File: config.mk
export PLATFORM = sky130hd
export DESIGN_NAME = fetch_stage_flat
export DESIGN_NICKNAME = d
export VERILOG_FILES = /design/src/rtl/fetch_if.sv /design/src/rtl/fetch_stage.sv /design/src/flat_wrapper.sv
export SDC_FILE = /design/constraint.sdc
export NUM_CORES = 1
export LEC_CHECK = 0
export ABC_AREA = 1
export BUFFER_PORTS_ARGS = -buffer_cell sky130_fd_sc_hd__buf_2
export CORE_MARGIN = 1.5
export CORE_UTILIZATION = 35
export CTS_CLUSTER_DIAMETER = 100
export CTS_CLUSTER_SIZE = 12
export DETAILED_ROUTE_END_ITERATION = 7
export PLACE_DENSITY = 0.67
export SLEW_MARGIN = 5
export SYNTH_ARGS = -nofsm -noshare
export SYNTH_HDL_FRONTEND = slang
export SYNTH_SLANG_ARGS = --single-unit
File: constraint.sdc
create_clock -name clk -period 1.6 [get_ports clk]
set_input_delay 0.24 -clock clk [delete_from_list [all_inputs] [get_ports clk]]
set_output_delay 0.24 -clock clk [all_outputs]
set_load 0.05 [all_outputs]
File: src/rtl/fetch_if.sv
// Fetch-stage bus: hazard/redirect controls, instruction-memory port and IF/ID register outputs.
interface fetch_if;
    logic        Stall;
    logic        Redirect;
    logic [31:0] RedirectPC;
    logic [31:0] IMAddr;
    logic [31:0] IMData;
    logic [31:0] IFID_Instr;
    logic [31:0] IFID_PCPlus4;
    logic        IFID_Valid;
    logic        Misaligned;

    modport master (
        input  Stall, Redirect, RedirectPC, IMData,
        output IMAddr, IFID_Instr, IFID_PCPlus4, IFID_Valid, Misaligned
    );

    modport slave (
        output Stall, Redirect, RedirectPC, IMData,
        input  IMAddr, IFID_Instr, IFID_PCPlus4, IFID_Valid, Misaligned
    );
endinterface

File: src/rtl/fetch_stage.sv
// Instruction fetch stage: PC register, IF/ID pipeline register, sticky misaligned-redirect flag.
// Optional performance counters are enabled with the FETCH_PERF_CNT_EN macro.
module fetch_stage #(
    parameter logic [31:0] RESET_PC = 32'h0000_0000
) (
    input  logic        clk,
    input  logic        rst,
    fetch_if.master     bus
`ifdef FETCH_PERF_CNT_EN
    ,
    output logic [31:0] FetchCount,
    output logic [31:0] StallCount,
    output logic [31:0] FlushCount
`endif
);

    localparam int unsigned XLEN = 32;

    logic [XLEN-1:0] pc_q, pc_d;
    logic [XLEN-1:0] instr_q, instr_d;
    logic [XLEN-1:0] pc_plus4_q, pc_plus4_d;
    logic            valid_q, valid_d;
    logic            misaligned_q, misaligned_d;
    logic [XLEN-1:0] pc_inc;
    logic            advance;

    assign pc_inc  = pc_q + XLEN'(4);
    assign advance = !bus.Redirect && !bus.Stall;

    // Next-state: redirect flushes IF/ID, stall holds everything, otherwise advance.
    always_comb begin
        pc_d         = pc_q;
        instr_d      = instr_q;
        pc_plus4_d   = pc_plus4_q;
        valid_d      = valid_q;
        misaligned_d = misaligned_q;
        if (bus.Redirect) begin
            pc_d       = {bus.RedirectPC[XLEN-1:2], 2'b00};
            instr_d    = '0;
            pc_plus4_d = '0;
            valid_d    = 1'b0;
            if (bus.RedirectPC[1:0] != 2'b00) begin
                misaligned_d = 1'b1;
            end
        end else if (!bus.Stall) begin
            pc_d       = pc_inc;
            instr_d    = bus.IMData;
            pc_plus4_d = pc_inc;
            valid_d    = 1'b1;
        end
    end

    always_ff @(posedge clk) begin
        if (rst) begin
            pc_q         <= RESET_PC;
            instr_q      <= '0;
            pc_plus4_q   <= '0;
            valid_q      <= 1'b0;
            misaligned_q <= 1'b0;
        end else begin
            pc_q         <= pc_d;
            instr_q      <= instr_d;
            pc_plus4_q   <= pc_plus4_d;
            valid_q      <= valid_d;
            misaligned_q <= misaligned_d;
        end
    end

    assign bus.IMAddr       = pc_q;
    assign bus.IFID_Instr   = instr_q;
    assign bus.IFID_PCPlus4 = pc_plus4_q;
    assign bus.IFID_Valid   = valid_q;
    assign bus.Misaligned   = misaligned_q;

`ifdef FETCH_PERF_CNT_EN
    logic [XLEN-1:0] fetch_cnt_q, fetch_cnt_d;
    logic [XLEN-1:0] stall_cnt_q, stall_cnt_d;
    logic [XLEN-1:0] flush_cnt_q, flush_cnt_d;

    // Each cycle falls into exactly one of advance, stall-only or redirect.
    always_comb begin
        fetch_cnt_d = fetch_cnt_q;
        stall_cnt_d = stall_cnt_q;
        flush_cnt_d = flush_cnt_q;
        if (bus.Redirect) begin
            flush_cnt_d = flush_cnt_q + XLEN'(1);
        end else if (bus.Stall) begin
            stall_cnt_d = stall_cnt_q + XLEN'(1);
        end else begin
            fetch_cnt_d = fetch_cnt_q + XLEN'(1);
        end
    end

    always_ff @(posedge clk) begin
        if (rst) begin
            fetch_cnt_q <= '0;
            stall_cnt_q <= '0;
            flush_cnt_q <= '0;
        end else begin
            fetch_cnt_q <= fetch_cnt_d;
            stall_cnt_q <= stall_cnt_d;
            flush_cnt_q <= flush_cnt_d;
        end
    end

    assign FetchCount = fetch_cnt_q;
    assign StallCount = stall_cnt_q;
    assign FlushCount = flush_cnt_q;
`else
    logic unused_advance;
    assign unused_advance = advance;
`endif

endmodule

File: src/flat_wrapper.sv
// flat-port wrapper written by rule: the top's interface ports become plain ports
module fetch_stage_flat 
#(
    parameter logic [31:0] RESET_PC = 32'h0000_0000
)
  (clk, rst, bus_Stall, bus_Redirect, bus_RedirectPC, bus_IMData, bus_IMAddr, bus_IFID_Instr, bus_IFID_PCPlus4, bus_IFID_Valid, bus_Misaligned);
  fetch_if bus_i ();
  input  logic clk;
  input  logic rst;
  input wire logic [$bits(bus_i.Stall)-1:0] bus_Stall;
  input wire logic [$bits(bus_i.Redirect)-1:0] bus_Redirect;
  input wire logic [$bits(bus_i.RedirectPC)-1:0] bus_RedirectPC;
  input wire logic [$bits(bus_i.IMData)-1:0] bus_IMData;
  output wire logic [$bits(bus_i.IMAddr)-1:0] bus_IMAddr;
  output wire logic [$bits(bus_i.IFID_Instr)-1:0] bus_IFID_Instr;
  output wire logic [$bits(bus_i.IFID_PCPlus4)-1:0] bus_IFID_PCPlus4;
  output wire logic [$bits(bus_i.IFID_Valid)-1:0] bus_IFID_Valid;
  output wire logic [$bits(bus_i.Misaligned)-1:0] bus_Misaligned;
  assign bus_i.Stall = bus_Stall;
  assign bus_i.Redirect = bus_Redirect;
  assign bus_i.RedirectPC = bus_RedirectPC;
  assign bus_i.IMData = bus_IMData;
  assign bus_IMAddr = bus_i.IMAddr;
  assign bus_IFID_Instr = bus_i.IFID_Instr;
  assign bus_IFID_PCPlus4 = bus_i.IFID_PCPlus4;
  assign bus_IFID_Valid = bus_i.IFID_Valid;
  assign bus_Misaligned = bus_i.Misaligned;
  fetch_stage #(.RESET_PC(RESET_PC)) u_core (.clk(clk), .rst(rst), .bus(bus_i));
endmodule
# After elaboration in Yosys (flattened, before gate mapping)
# Index checks and enable logic that the tools add are counted.
# classes
add_sub_neg,1
n_eq_ne,1
n_mux,2
n_reduce_logical,3
# ops
operator,count
two-way mux 32 bit,2
"adder 32 x 3 -> 32 bit, second input constant",1
"inequality test 2 x 1 -> 1 bit, second input constant",1
AND reduction 2 bit,1
nonzero test 2 bit,1
OR reduction 2 bit,1
# word_totals
reg_bits,98
inputBits,68
output_inout_bits,98

# Logic depth before layout (Yosys ltp)
# Gate-level depths: netlist of run 1.
# depth
ltp_word,3
ltp_mapped,9

# Least setup slack after synthesis of run 1
# Ideal clock, no wire load.
# synth_path
path_type,flip-flop to flip-flop
startpoint,register u_core.pc_q[2] (netlist: u_core.bus.IMAddr[2])
endpoint,register u_core.pc_plus4_q[26] (netlist: u_core.bus.IFID_PCPlus4[26])
setup_ps,115
arrival_time_ps,1666
t_required_ps,1485
path_slack_ps,-181
path_stages_with_launch,9
synth_period_minus_slack_ps,1781
cell_sequence,dfxtp_1 ha_1 nand3_1 inv_2 nand2_2 nor2_2 nand3_1 nand3_1 nand2_1
# synth_between
elab_chain_len,1
# synth_rtl
element,line,text
start: declaration,fetch_stage.sv:19,"logic [XLEN-1:0] pc_q, pc_d;"
start signal: assignment,fetch_stage.sv:61,pc_q <= pc_d;
adder 32 x 3 -> 32 bit,fetch_stage.sv:27,assign pc_inc = pc_q + XLEN'(4);
end signal: assignment,fetch_stage.sv:63,pc_plus4_q <= pc_plus4_d;
end: declaration,fetch_stage.sv:21,"logic [XLEN-1:0] pc_plus4_q, pc_plus4_d;"
# No other way between the ends.
# A chain may end at the register's enable or synchronous reset.

# Worst setup path in the final report of run 1
# layout_path
startpoint,register u_core.pc_q[14] (netlist: u_core.bus.IMAddr[14])
endpoint,register u_core.pc_plus4_q[20] (netlist: u_core.bus.IFID_PCPlus4[20])
# Same word-level chain as after synthesis.

==> results.rst, run 1 <==
.. list-table::
   :header-rows: 1

   * - Metric
     - Value
   * - Status
     - finished clean
   * - Overall routing resource usage
     - 0.209
   * - Setup Viol. Count Final
     - 0
   * - Cell types with the largest area share after synthesis
     - sky130_fd_sc_hd__dfxtp_1, sky130_fd_sc_hd__nand2_1, sky130_fd_sc_hd__nand3_1
   * - Max capacitance violation total
     - 0
   * - Floorplan die height
     - between 100 and 150 um
   * - Maximum fanout along the worst path
     - 5
   * - Cell depth of the worst min-delay path
     - 2
   * - Leading register cell type out of synthesis
     - sky130_fd_sc_hd__dfxtp_1
   * - Min-delay worst type
     - input pin to flop
   * - HP Start
     - bus_IMData[18]
   * - Max IR drop VDD
     - 0.521 mV
   * - Number of DRC markers in iteration 0
     - approximately 240
   * - Cell row count
     - 40
   * - Final hold violation count
     - 0
   * - Clock sink total
     - 94
   * - Via density
     - 4.73
   * - Total standard cell area after synthesis
     - 4280 um^2
   * - Core area
     - around 12000 um^2
   * - Detail Route Antenna Nets
     - 0
   * - I/O pin total
     - approximately 170
   * - Final period utilization
     - 0.928
   * - First-pass GRT wire length
     - 21100 um
   * - Maximum number of pins on one net before global-route repair
     - 31
   * - Number of distinct library cells after synthesis
     - 28
   * - Starting density of the core
     - 0.358
   * - Post-detailed-route DRC marker count
     - 0
   * - Critical register-to-register path endpoint
     - u_core.bus.IFID_PCPlus4[20]$_SDFFE_PP0N_
   * - Share of Yosys cell area claimed by the top area cell type
     - 0.440
   * - Overall overflow remaining after global route
     - 0
   * - Met2 Routed Length
     - 5910 um
   * - Detailed placement HPWL
     - approximately 9800 um
   * - Layout cells sized above 1
     - 0.288
   * - Total length of routed met3 wires
     - between 900 and 1000 um
   * - Avg Cell Area, Syn
     - a little under 7 um^2
   * - Worst hold-check slack
     - 0.111 ns
   * - Data required time of the worst path
     - 1.84 ns
   * - Number of antenna violations at the first check in global routing
     - 0
   * - CTS tree
     - yes
   * - Via count
     - approximately 4500
   * - Kind of end point of the critical path
     - flop
   * - Die Outline Area
     - ~13000 um^2
   * - Post-synthesis cell type with the largest combined area
     - sky130_fd_sc_hd__dfxtp_1
   * - IO Port Bufs
     - 161
   * - Proportion of synthesized chip area in sequential cells
     - 0.440
   * - Power density normalized to cell area
     - ~990 nW/um^2
   * - Achievable clock frequency
     - between 600 and 700 MHz
   * - Number of warnings issued by yosys
     - 0
   * - FF-to-FF setup slack
     - between 0.1 and 0.15 ns
   * - Final setup TNS
     - 0 ns
   * - Count of filler cells inserted in the layout
     - roughly 1300
   * - Via count of the first global-routing pass
     - approximately 4300
   * - Number of register bits inferred by synthesis
     - 94
   * - Clock root buffer master
     - sky130_fd_sc_hd__clkbuf_16
   * - Diodes inserted
     - 0
   * - Final critical path time including I/O delays and setup
     - about 1.5 ns
   * - Leakage power
     - approximately 0.0030 uW
   * - Detailed-router iteration count before antenna repair
     - 5
   * - Post-Syn Instances
     - around 630
   * - Worst Hold End
     - u_core.bus.IFID_Instr[18]$_SDFFE_PP0N_
   * - Placer Congestion
     - just over 0.9
   * - Clock latency on the worst-skew pair
     - 0.35 ns
   * - Clk buf depth
     - 2
   * - Total Nets Final
     - 872
   * - Worst setup path category
     - flop to flop
   * - Critical path origin
     - u_core.bus.IMAddr[14]$_SDFFE_PP0P_
   * - Number of H-tree levels
     - 3
   * - Worst Path Arrival
     - roughly 1.7 ns
   * - Top Layer Used
     - met4
   * - Post-synth EDFFs
     - 0
   * - Detailed-routing wirelength on met1
     - 6100 um
   * - Width of the die
     - 114 um
   * - Worst Reg-to-Reg Cells
     - 7
   * - Startpoint class of the critical path
     - flop
   * - Post-synth ARST share
     - 0
   * - Clock slew seen by the registers of the worst setup and hold paths
     - 0.07 ns
   * - Post-route clock skew
     - 0.0105 ns
   * - Setup bufs post-CTS
     - 0
   * - Total count of max-transition violations in the final report
     - 0
   * - Number of clock buffers inserted by TritonCTS
     - 9
   * - Routed Wire Length
     - between 10000 and 15000 um
   * - Per-cell routed wire length
     - ~14 um
   * - Area overhead of the layout relative to synthesis
     - 33.0%
   * - Launch instance of the worst register-to-register path
     - u_core.bus.IMAddr[14]$_SDFFE_PP0P_
## critical path, cell delays in order (launching register included)
cell and delay, ns:
sky130_fd_sc_hd__dfxtp_1 0.42, sky130_fd_sc_hd__nand2_1 0.15, sky130_fd_sc_hd__nor2_2 0.21, sky130_fd_sc_hd__nand3b_1 0.15, sky130_fd_sc_hd__nor2_4 0.19, sky130_fd_sc_hd__nand3_1 0.09
sky130_fd_sc_hd__nand3_1 0.11, sky130_fd_sc_hd__nand2_1 0.06
## state kept, by name (all words and copies together), names as in the netlist
signal,count
u_core.bus.IFID_Instr,32
u_core.bus.IFID_Valid,1
u_core.bus.IMAddr,30
u_core.bus.Misaligned,1
u_core.bus.IFID_PCPlus4,30
## cell usage after synthesis (2+ instances only)
library cell and n:
sky130_fd_sc_hd__buf_2 8, sky130_fd_sc_hd__nand2_1 262, sky130_fd_sc_hd__o21ai_0 39, sky130_fd_sc_hd__and2_1 2
sky130_fd_sc_hd__nor2_4 5, sky130_fd_sc_hd__nor2_8 2, sky130_fd_sc_hd__nand4_1 3, sky130_fd_sc_hd__a21oi_1 29
sky130_fd_sc_hd__o21ai_1 2, sky130_fd_sc_hd__nor2_2 6, sky130_fd_sc_hd__a22o_1 7, sky130_fd_sc_hd__nand3_1 54
sky130_fd_sc_hd__xor2_1 2, sky130_fd_sc_hd__o211ai_1 2, sky130_fd_sc_hd__buf_4 6, sky130_fd_sc_hd__inv_1 47
sky130_fd_sc_hd__clkbuf_1 14, sky130_fd_sc_hd__nand2_2 2, sky130_fd_sc_hd__nor2_1 37, sky130_fd_sc_hd__inv_2 2
sky130_fd_sc_hd__dfxtp_1 94, sky130_fd_sc_hd__nand3b_1 2
## worst max path at each step
stage / endpoint / slack [ns] / cells past startpoint
2_1_floorplan: u_core.bus.IFID_PCPlus4[21]$_SDFFE_PP0N_ / 0.006 / 7
3_3_place_gp: u_core.bus.IFID_PCPlus4[30]$_SDFFE_PP0N_ / 0.09 / 8
3_5_place_dp: u_core.bus.IFID_PCPlus4[30]$_SDFFE_PP0N_ / 0.06 / 8
4_1_cts: u_core.bus.IFID_PCPlus4[30]$_SDFFE_PP0N_ / 0.04 / 8
5_1_grt: u_core.bus.IFID_PCPlus4[20]$_SDFFE_PP0N_ / -0.02 / 7
6_report: u_core.bus.IFID_PCPlus4[20]$_SDFFE_PP0N_ / 0.11 / 7
## routing by layer
metal  vias to the layer above  global-route usage
li1                       2335                   -
met1                      2009               0.270
met2                       157               0.339
met3                        13              0.0579
met4                         0              0.0700
met5                         -                   0
## logic make-up after synthesis
family | count (synthesis) | share of synthesized area
AO/OA/AOI/OAI | 79 | 0.0998
XOR/XNOR | 2 | 0.00410
adder cells (fa/ha/maj) | 1 | 0.00293
buffers and inverters | 79 | 0.0775
flip-flops | 94 | 0.440
other | 1 | 0.000877
AND/OR/NAND/NOR | 377 | 0.375
## cells in the final DEF, fill, tap and decap left out, types with 3 or more instances in the layout
cell type and n:
sky130_fd_sc_hd__a21oi_1 29, sky130_fd_sc_hd__a22o_1 7, sky130_fd_sc_hd__buf_2 161, sky130_fd_sc_hd__buf_4 22
sky130_fd_sc_hd__clkbuf_16 9, sky130_fd_sc_hd__conb_1 4, sky130_fd_sc_hd__dfxtp_1 85, sky130_fd_sc_hd__dfxtp_2 9
sky130_fd_sc_hd__inv_1 47, sky130_fd_sc_hd__nand2_1 262, sky130_fd_sc_hd__nand3_1 53, sky130_fd_sc_hd__nand4_1 3
sky130_fd_sc_hd__nor2_1 35, sky130_fd_sc_hd__nor2_2 6, sky130_fd_sc_hd__nor2_4 7, sky130_fd_sc_hd__o21ai_0 39
## power breakdown
part	switching, uW	leakage [uW]	internal (uW)
clock	939	0.000152	1300
sequential	81.1	0.000771	2430
combinational	640	0.00206	246
total	1660	0.00298	3980
## timing repair
action	4_1_cts	5_1_grt
setup endpoints to repair	0	24
hold buffers	0	0
endpoints found under the hold margin	0	0
resized for setup	0	6
## per-stage QoR
step | setup slack, ns | instance area, um^2 | cells | total power [uW] | util
4_1_cts | 0.0422 | 5660 | 955 | 5680 | 0.473
5_1_grt | -0.0150 | 5690 | 955 | 5870 | 0.475
3_3_place_gp | 0.0923 | 5350 | 939 | 3450 | 0.447
6_report | 0.115 | 5690 | 955 | 5640 | 0.475
2_1_floorplan | 0.00596 | 4300 | 636 | 3150 | -
3_5_place_dp | 0.0602 | 5350 | 939 | 3450 | 0.447
## final cells by class
| class | instances | area, um^2 | area share |
|---|---|---|---|
| sequential | 94 | 1890 | 0.333 |
| timing repair buffer | 185 | 1010 | 0.178 |
| multi-input combinational | 463 | 2100 | 0.369 |
| inverter | 50 | 190 | 0.0334 |
| clock buffer | 11 | 253 | 0.0444 |
| clock inverter | 5 | 56.3 | 0.00990 |
| tap | 147 | 184 | 0.0323 |
Power figures use the tool's default switching activity.
==> run 2: changes to the inputs <==
--- a/config.mk
+++ b/config.mk
@@ -12,7 +12,8 @@
 export CTS_CLUSTER_DIAMETER = 100
 export CTS_CLUSTER_SIZE = 12
 export DETAILED_ROUTE_END_ITERATION = 7
-export PLACE_DENSITY = 0.67
+export HOLD_SLACK_MARGIN = 0.12
+export PLACE_DENSITY = 0.63
 export SLEW_MARGIN = 5
 export SYNTH_ARGS = -nofsm -noshare
 export SYNTH_HDL_FRONTEND = slang
==> results.rst, run 2 (synthesis results as in run 1) <==
.. list-table::
   :header-rows: 1

   * - Metric
     - Value
   * - Highest-delay cell along the critical path
     - sky130_fd_sc_hd__dfxtp_1
   * - Number of H-tree levels
     - 3
   * - Clk buf depth
     - 2
   * - Clock sink total
     - between 90 and 100
   * - Final hold violation count
     - 0
   * - Final critical path time including I/O delays and setup
     - about 1.4 ns
   * - CP cell instances
     - nand2_1, nor2_2, nand3b_1, nor2_4, nand3_1, nand3_1, nand2_1
   * - Overall overflow remaining after global route
     - 0
   * - FF-to-FF setup slack
     - approximately 0.16 ns
   * - CTS tree
     - yes
   * - CP bufs+invs
     - 0
   * - Per-cell routed wire length
     - about 13 um
   * - Detail Route Antenna Nets
     - 0
   * - Achievable clock frequency
     - just under 700 MHz
   * - Leakage power
     - about 0.003 uW
   * - Die Outline Area
     - 12900 um^2
   * - Post-route clock skew
     - about 0.0077 ns
   * - Floorplan die height
     - approximately 110 um
   * - Starting density of the core
     - 0.358
   * - Most common cell after layout, fill and taps aside
     - sky130_fd_sc_hd__nand2_1
   * - Area overhead of the layout relative to synthesis
     - 33.7%
   * - Overall routing resource usage
     - 0.204
   * - Setup Viol. Count Final
     - 0
   * - Layout cells sized above 1
     - 0.278
   * - I/O pin total
     - between 150 and 200
   * - Number of antenna violations at the first check in global routing
     - 0
   * - First-pass GRT wire length
     - between 20000 and 25000 um
   * - Startpoint class of the critical path
     - flop
   * - Max IR drop VDD
     - about 0.65 mV
   * - Total count of max-transition violations in the final report
     - 0
   * - Cell row count
     - 40
   * - Slowest cell delay on critical path
     - 0.39 ns
   * - Max capacitance violation total
     - 0
   * - Status
     - finished clean
   * - Detailed-router iteration count before antenna repair
     - 5
   * - Min-delay worst type
     - input pin to flop
   * - Total Nets Final
     - 871
   * - Via count of the first global-routing pass
     - ~4100
   * - Worst setup path category
     - flop to flop
   * - Diodes inserted
     - 0
   * - Clock root buffer master
     - sky130_fd_sc_hd__clkbuf_16
   * - Fin cells
     - roughly 950
   * - Width of the die
     - between 100 and 150 um
   * - Detailed placement HPWL
     - 9330 um
   * - Instance count after placement with tap cells included
     - 930
   * - Routed Wire Length
     - about 13000 um
   * - HP Start
     - bus_IMData[23]
   * - Number of flip-flops under the largest register name
     - 32
   * - Cell depth of the worst min-delay path
     - 3
   * - Highest-count cells in the layout ignoring fill and taps
     - sky130_fd_sc_hd__nand2_1, sky130_fd_sc_hd__buf_2, sky130_fd_sc_hd__dfxtp_1, sky130_fd_sc_hd__nand3_1, sky130_fd_sc_hd__inv_1
   * - Clock slew seen by the registers of the worst setup and hold paths
     - approximately 0.070 ns
   * - Power density normalized to cell area
     - between 900 and 1000 nW/um^2
   * - Maximum number of pins on one net before global-route repair
     - between 40 and 50
   * - Maximum fanout along the worst path
     - 5
   * - Clock latency on the worst-skew pair
     - around 0.34 ns
   * - Setup bufs post-CTS
     - 0
   * - Launch instance of the worst register-to-register path
     - u_core.bus.IMAddr[14]$_SDFFE_PP0P_
   * - Final period utilization
     - 0.903
   * - Post-detailed-route DRC marker count
     - 0
   * - Worst Reg-to-Reg Cells
     - 7
   * - Via count
     - 4422
   * - CP top delay family
     - simple AND/OR/NAND/NOR gates
   * - Kind of end point of the critical path
     - flop
   * - Critical register-to-register path endpoint
     - u_core.bus.IFID_PCPlus4[26]$_SDFFE_PP0N_
   * - Core area
     - approximately 12000 um^2
   * - Design Power
     - 5430 uW
   * - IO Port Bufs
     - 161
   * - Placer Congestion
     - about 0.84
   * - Number of DRC markers in iteration 0
     - roughly 230
   * - Via density
     - roughly 4.6
   * - Worst Hold End
     - u_core.bus.IFID_Instr[23]$_SDFFE_PP0N_
   * - Worst Path Arrival
     - ~1.7 ns
   * - Number of clock buffers inserted by TritonCTS
     - 9
   * - Data required time of the worst path
     - roughly 1.8 ns
==> run 2: worst max-delay path by stage <==
stage / from / endpoint / slack, ns / cells after the start
floorplan: u_core.bus.IMAddr[8]$_SDFFE_PP0P_ / u_core.bus.IFID_PCPlus4[21]$_SDFFE_PP0N_ / 0.006 / 7
global placement: u_core.bus.IMAddr[2]$_SDFFE_PP0P_ / u_core.bus.IMAddr[26]$_SDFFE_PP0P_ / 0.06 / 8
detailed placement: u_core.bus.IMAddr[2]$_SDFFE_PP0P_ / u_core.bus.IFID_PCPlus4[30]$_SDFFE_PP0N_ / 0.05 / 8
CTS: u_core.bus.IMAddr[2]$_SDFFE_PP0P_ / u_core.bus.IFID_PCPlus4[26]$_SDFFE_PP0N_ / 0.02 / 8
global route: u_core.bus.IMAddr[14]$_SDFFE_PP0P_ / u_core.bus.IMAddr[30]$_SDFFE_PP0P_ / -0.03 / 7
finish: u_core.bus.IMAddr[14]$_SDFFE_PP0P_ / u_core.bus.IFID_PCPlus4[26]$_SDFFE_PP0N_ / 0.16 / 7
==> run 2: metrics by stage <==
stage | setup slack (ns) | hold slack (ns) | TNS, ns | area [um^2] | utilization
finish | 0.156 | 0.137 | 0 | 5720 | 0.478
global route | -0.0315 | 0.130 | -0.133 | 5720 | 0.478
CTS | 0.0235 | 0.121 | 0 | 5680 | 0.475
detailed placement | 0.0451 | 0.436 | 0 | 5320 | 0.445
global placement | 0.0612 | 0.435 | 0 | 5320 | 0.445
floorplan | 0.00596 | 0.309 | 0 | 4300 | -
==> run 2: where the power goes <==
group / leakage (uW) / internal [uW] / switching [uW]
registers: 0.000771 / 2440 / 81.2
logic: 0.00206 / 256 / 636
clock network: 0.000140 / 1140 / 886
total: 0.00297 / 3830 / 1600
==> run 2: timing repair <==
item	CTS	global route
endpoints found under the hold margin	8	0
endpoints found under the setup margin	0	26
resized for setup	0	9
hold buffers	8	0
==> run 2: worst min-delay path, delay by kind of cell <==
kind                   cells  cell delay, ns
buffers and inverters      1            0.09
and+or+nand+nor            1            0.05
AOI/OAI and AO/OA          1            0.05
==> run 2: layer usage <==
metal,routed length [um],up-vias,GRT usage,part of all wire
met5,0,-,0,0
met4,149,0,0.0667,0.012
met3,975,10,0.0675,0.076
met2,5620,138,0.321,0.44
met1,6010,1943,0.264,0.47
li1,-,2331,-,-
==> run 2: layout make-up <==
| cell class | count | area [um^2] |
|---|---|---|
| clock inverter | 3 | 18.8 |
| inverter | 50 | 190 |
| sequential | 94 | 1890 |
| tap | 147 | 184 |
| timing repair buffer | 184 | 1060 |
| fill | 1286 | 6240 |
| clock buffer | 13 | 260 |
| multi-input combinational | 463 | 2110 |
==> run 3: changes to the inputs <==
--- a/config.mk
+++ b/config.mk
@@ -9,7 +9,8 @@
 export BUFFER_PORTS_ARGS = -buffer_cell sky130_fd_sc_hd__buf_2
 export CORE_MARGIN = 1.5
 export CORE_UTILIZATION = 35
-export CTS_CLUSTER_DIAMETER = 100
+export CTS_BUF_LIST = sky130_fd_sc_hd__clkbuf_4
+export CTS_CLUSTER_DIAMETER = 60
 export CTS_CLUSTER_SIZE = 12
 export DETAILED_ROUTE_END_ITERATION = 7
 export HOLD_SLACK_MARGIN = 0.12
==> results.rst, run 3 (synthesis results as in run 1) <==
.. list-table::
   :header-rows: 1

   * - Metric
     - Value
   * - Post-placement setup slack
     - 0.0451 ns
   * - Detail Route Antenna Nets
     - 0
   * - Floorplan die height
     - approximately 110 um
   * - Final critical path time including I/O delays and setup
     - approximately 1.5 ns
   * - Overall routing resource usage
     - 0.217
   * - Starting density of the core
     - 0.358
   * - CTS tree
     - yes
   * - Max capacitance violation total
     - 0
   * - Clk buf depth
     - 2
   * - Post-route clock skew
     - between 0.015 and 0.02 ns
   * - Final setup TNS
     - 0 ns
   * - Via count of the first global-routing pass
     - between 4000 and 5000
   * - Width of the die
     - between 100 and 150 um
   * - CP cell instances
     - buf_4, buf_2
   * - Data required time of the worst path
     - 1.36 ns
   * - Startpoint class of the critical path
     - flop
   * - Most common cell after layout, fill and taps aside
     - sky130_fd_sc_hd__nand2_1
   * - Post-route design area
     - between 6000 and 7000 um^2
   * - Max IR drop VDD
     - 0.543 mV
   * - Via density
     - ~4.6
   * - Number of flip-flops under the largest register name
     - 32
   * - CP bufs+invs
     - 2
   * - Final hold violation count
     - 0
   * - IO Port Bufs
     - between 150 and 200
   * - Post-detailed-route DRC marker count
     - 0
   * - Setup Viol. Count Final
     - 0
   * - Clock latency on the worst-skew pair
     - 0.46 ns
   * - Overall overflow remaining after global route
     - 0
   * - Slowest cell delay on critical path
     - ~0.40 ns
   * - Kind of end point of the critical path
     - output port
   * - Min-delay worst type
     - input pin to flop
   * - Layout cells sized above 1
     - 0.260
   * - Fraction of met1 tracks used by global routing
     - 0.275
   * - Global-route met3 utilization
     - 0.0537
   * - Routed Wire Length
     - approximately 14000 um
   * - Clock sink total
     - 94
   * - Standard cell area after detailed placement
     - between 5000 and 6000 um^2
   * - Core area
     - between 10000 and 15000 um^2
   * - I/O pin total
     - 166
   * - Maximum fanout along the worst path
     - 3
   * - Power density normalized to cell area
     - 763 nW/um^2
   * - Leakage power
     - approximately 0.0031 uW
   * - Total Nets Final
     - ~930
   * - Count of filler cells inserted in the layout
     - approximately 1200
   * - Register area
     - ~1900 um^2
   * - Number of DRC markers in iteration 0
     - roughly 200
   * - Highest-delay cell along the critical path
     - sky130_fd_sc_hd__dfxtp_1
   * - Clock root buffer master
     - sky130_fd_sc_hd__clkbuf_4
   * - Detailed placement HPWL
     - ~9300 um
   * - Final period utilization
     - 0.930
   * - Highest-count cells in the layout ignoring fill and taps
     - sky130_fd_sc_hd__nand2_1, sky130_fd_sc_hd__buf_2, sky130_fd_sc_hd__dfxtp_1, sky130_fd_sc_hd__dlygate4sd3_1, sky130_fd_sc_hd__nand3_1
   * - Achievable clock frequency
     - 672 MHz
   * - Clock slew seen by the registers of the worst setup and hold paths
     - 0.14 ns
   * - Final Worst Setup Slack
     - about 0.11 ns
   * - Per-cell routed wire length
     - ~13 um
   * - Cell row count
     - 40
   * - Status
     - finished clean
   * - Number of H-tree levels
     - 3
   * - Maximum number of pins on one net before global-route repair
     - between 40 and 50
   * - Number of antenna violations at the first check in global routing
     - 1
   * - Worst hold-check slack
     - about 0.29 ns
   * - Number of clock buffers inserted by TritonCTS
     - 9
   * - Highest-utilization routing layer at the global route stage
     - met2
   * - Worst Path Arrival
     - around 1.3 ns
   * - Total count of max-transition violations in the final report
     - 0
   * - Area of the multi-input gates
     - approximately 2100 um^2
   * - First-pass GRT wire length
     - about 22000 um
   * - Global-route track usage on met2
     - 0.354
   * - Die Outline Area
     - 12900 um^2
   * - Via count
     - between 4000 and 5000
   * - CP top delay family
     - flip-flops
   * - Worst setup path category
     - flop to output port
   * - Placer Congestion
     - ~0.84
   * - Setup bufs post-CTS
     - 0
   * - Detailed-router iteration count before antenna repair
     - 6
   * - Area overhead of the layout relative to synthesis
     - 43.1%
run 3: cell count changes in the layout (fill, tap and decap cells not counted), sizes merged:
cell,before,now
dlygate4sd3,8,65
clkbuf,13,11
clkinv,3,5
diode,0,1
run 3: cell type report:
cell class | count | share of cell area
diodes | 1 | 0.000409
clock buffers | 11 | 0.0135
clock inverters | 5 | 0.00429
inverters | 50 | 0.0311
multi-input cells | 463 | 0.345
flip-flops and latches | 94 | 0.309
well taps | 147 | 0.0300
repair buffers | 241 | 0.267
run 3: metrics by stage:
step / util / std cells / total power [uW]
after floorplan: - / 636 / 3150
after global placement: 0.445 / 930 / 3440
after detailed placement: 0.445 / 930 / 3450
after CTS: 0.508 / 1011 / 4730
after global routing: 0.512 / 1012 / 4910
final: 0.512 / 1012 / 4670
run 3: layer usage:
metal	routed length, um	vias up
li1	-	2442
met1	6180	2038
met2	6150	175
met3	992	18
met4	247	0
met5	0	-
run 3: where the power goes:
part / switching (uW) / internal (uW)
Clock: 801 / 344
Sequential: 81.8 / 2440
Combinational: 658 / 348
run 3: timing repair:
| action | in CTS | in global routing |
|---|---|---|
| gates resized for setup | 0 | 10 |
| setup endpoints to repair | 0 | 27 |
| hold buffers | 65 | 0 |
| endpoints found under the hold margin | 63 | 0 |
run 3: worst paths after layout:
check | startpoint | end | slack [ns] | cells past startpoint
hold / removal | bus_Redirect | u_core.bus.IMAddr[5]$_SDFFE_PP0P_ | 0.29 | 6
setup / recovery | u_core.bus.IMAddr[17]$_SDFFE_PP0P_ | bus_IMAddr[17] | 0.11 | 2
hold reg to reg | u_core.bus.IFID_PCPlus4[13]$_SDFFE_PP0N_ | u_core.bus.IFID_PCPlus4[13]$_SDFFE_PP0N_ | 0.46 | 2
setup reg to reg | u_core.bus.IMAddr[2]$_SDFFE_PP0P_ | u_core.bus.IFID_PCPlus4[26]$_SDFFE_PP0N_ | 0.15 | 8
run 3: tightest hold or removal path: stages:
cell and delay, ns:
sky130_fd_sc_hd__buf_2 0.16, sky130_fd_sc_hd__nor2_8 0.06, sky130_fd_sc_hd__inv_4 0.05, sky130_fd_sc_hd__nor2_4 0.07, sky130_fd_sc_hd__nand2_1 0.09, sky130_fd_sc_hd__nand2_1 0.05
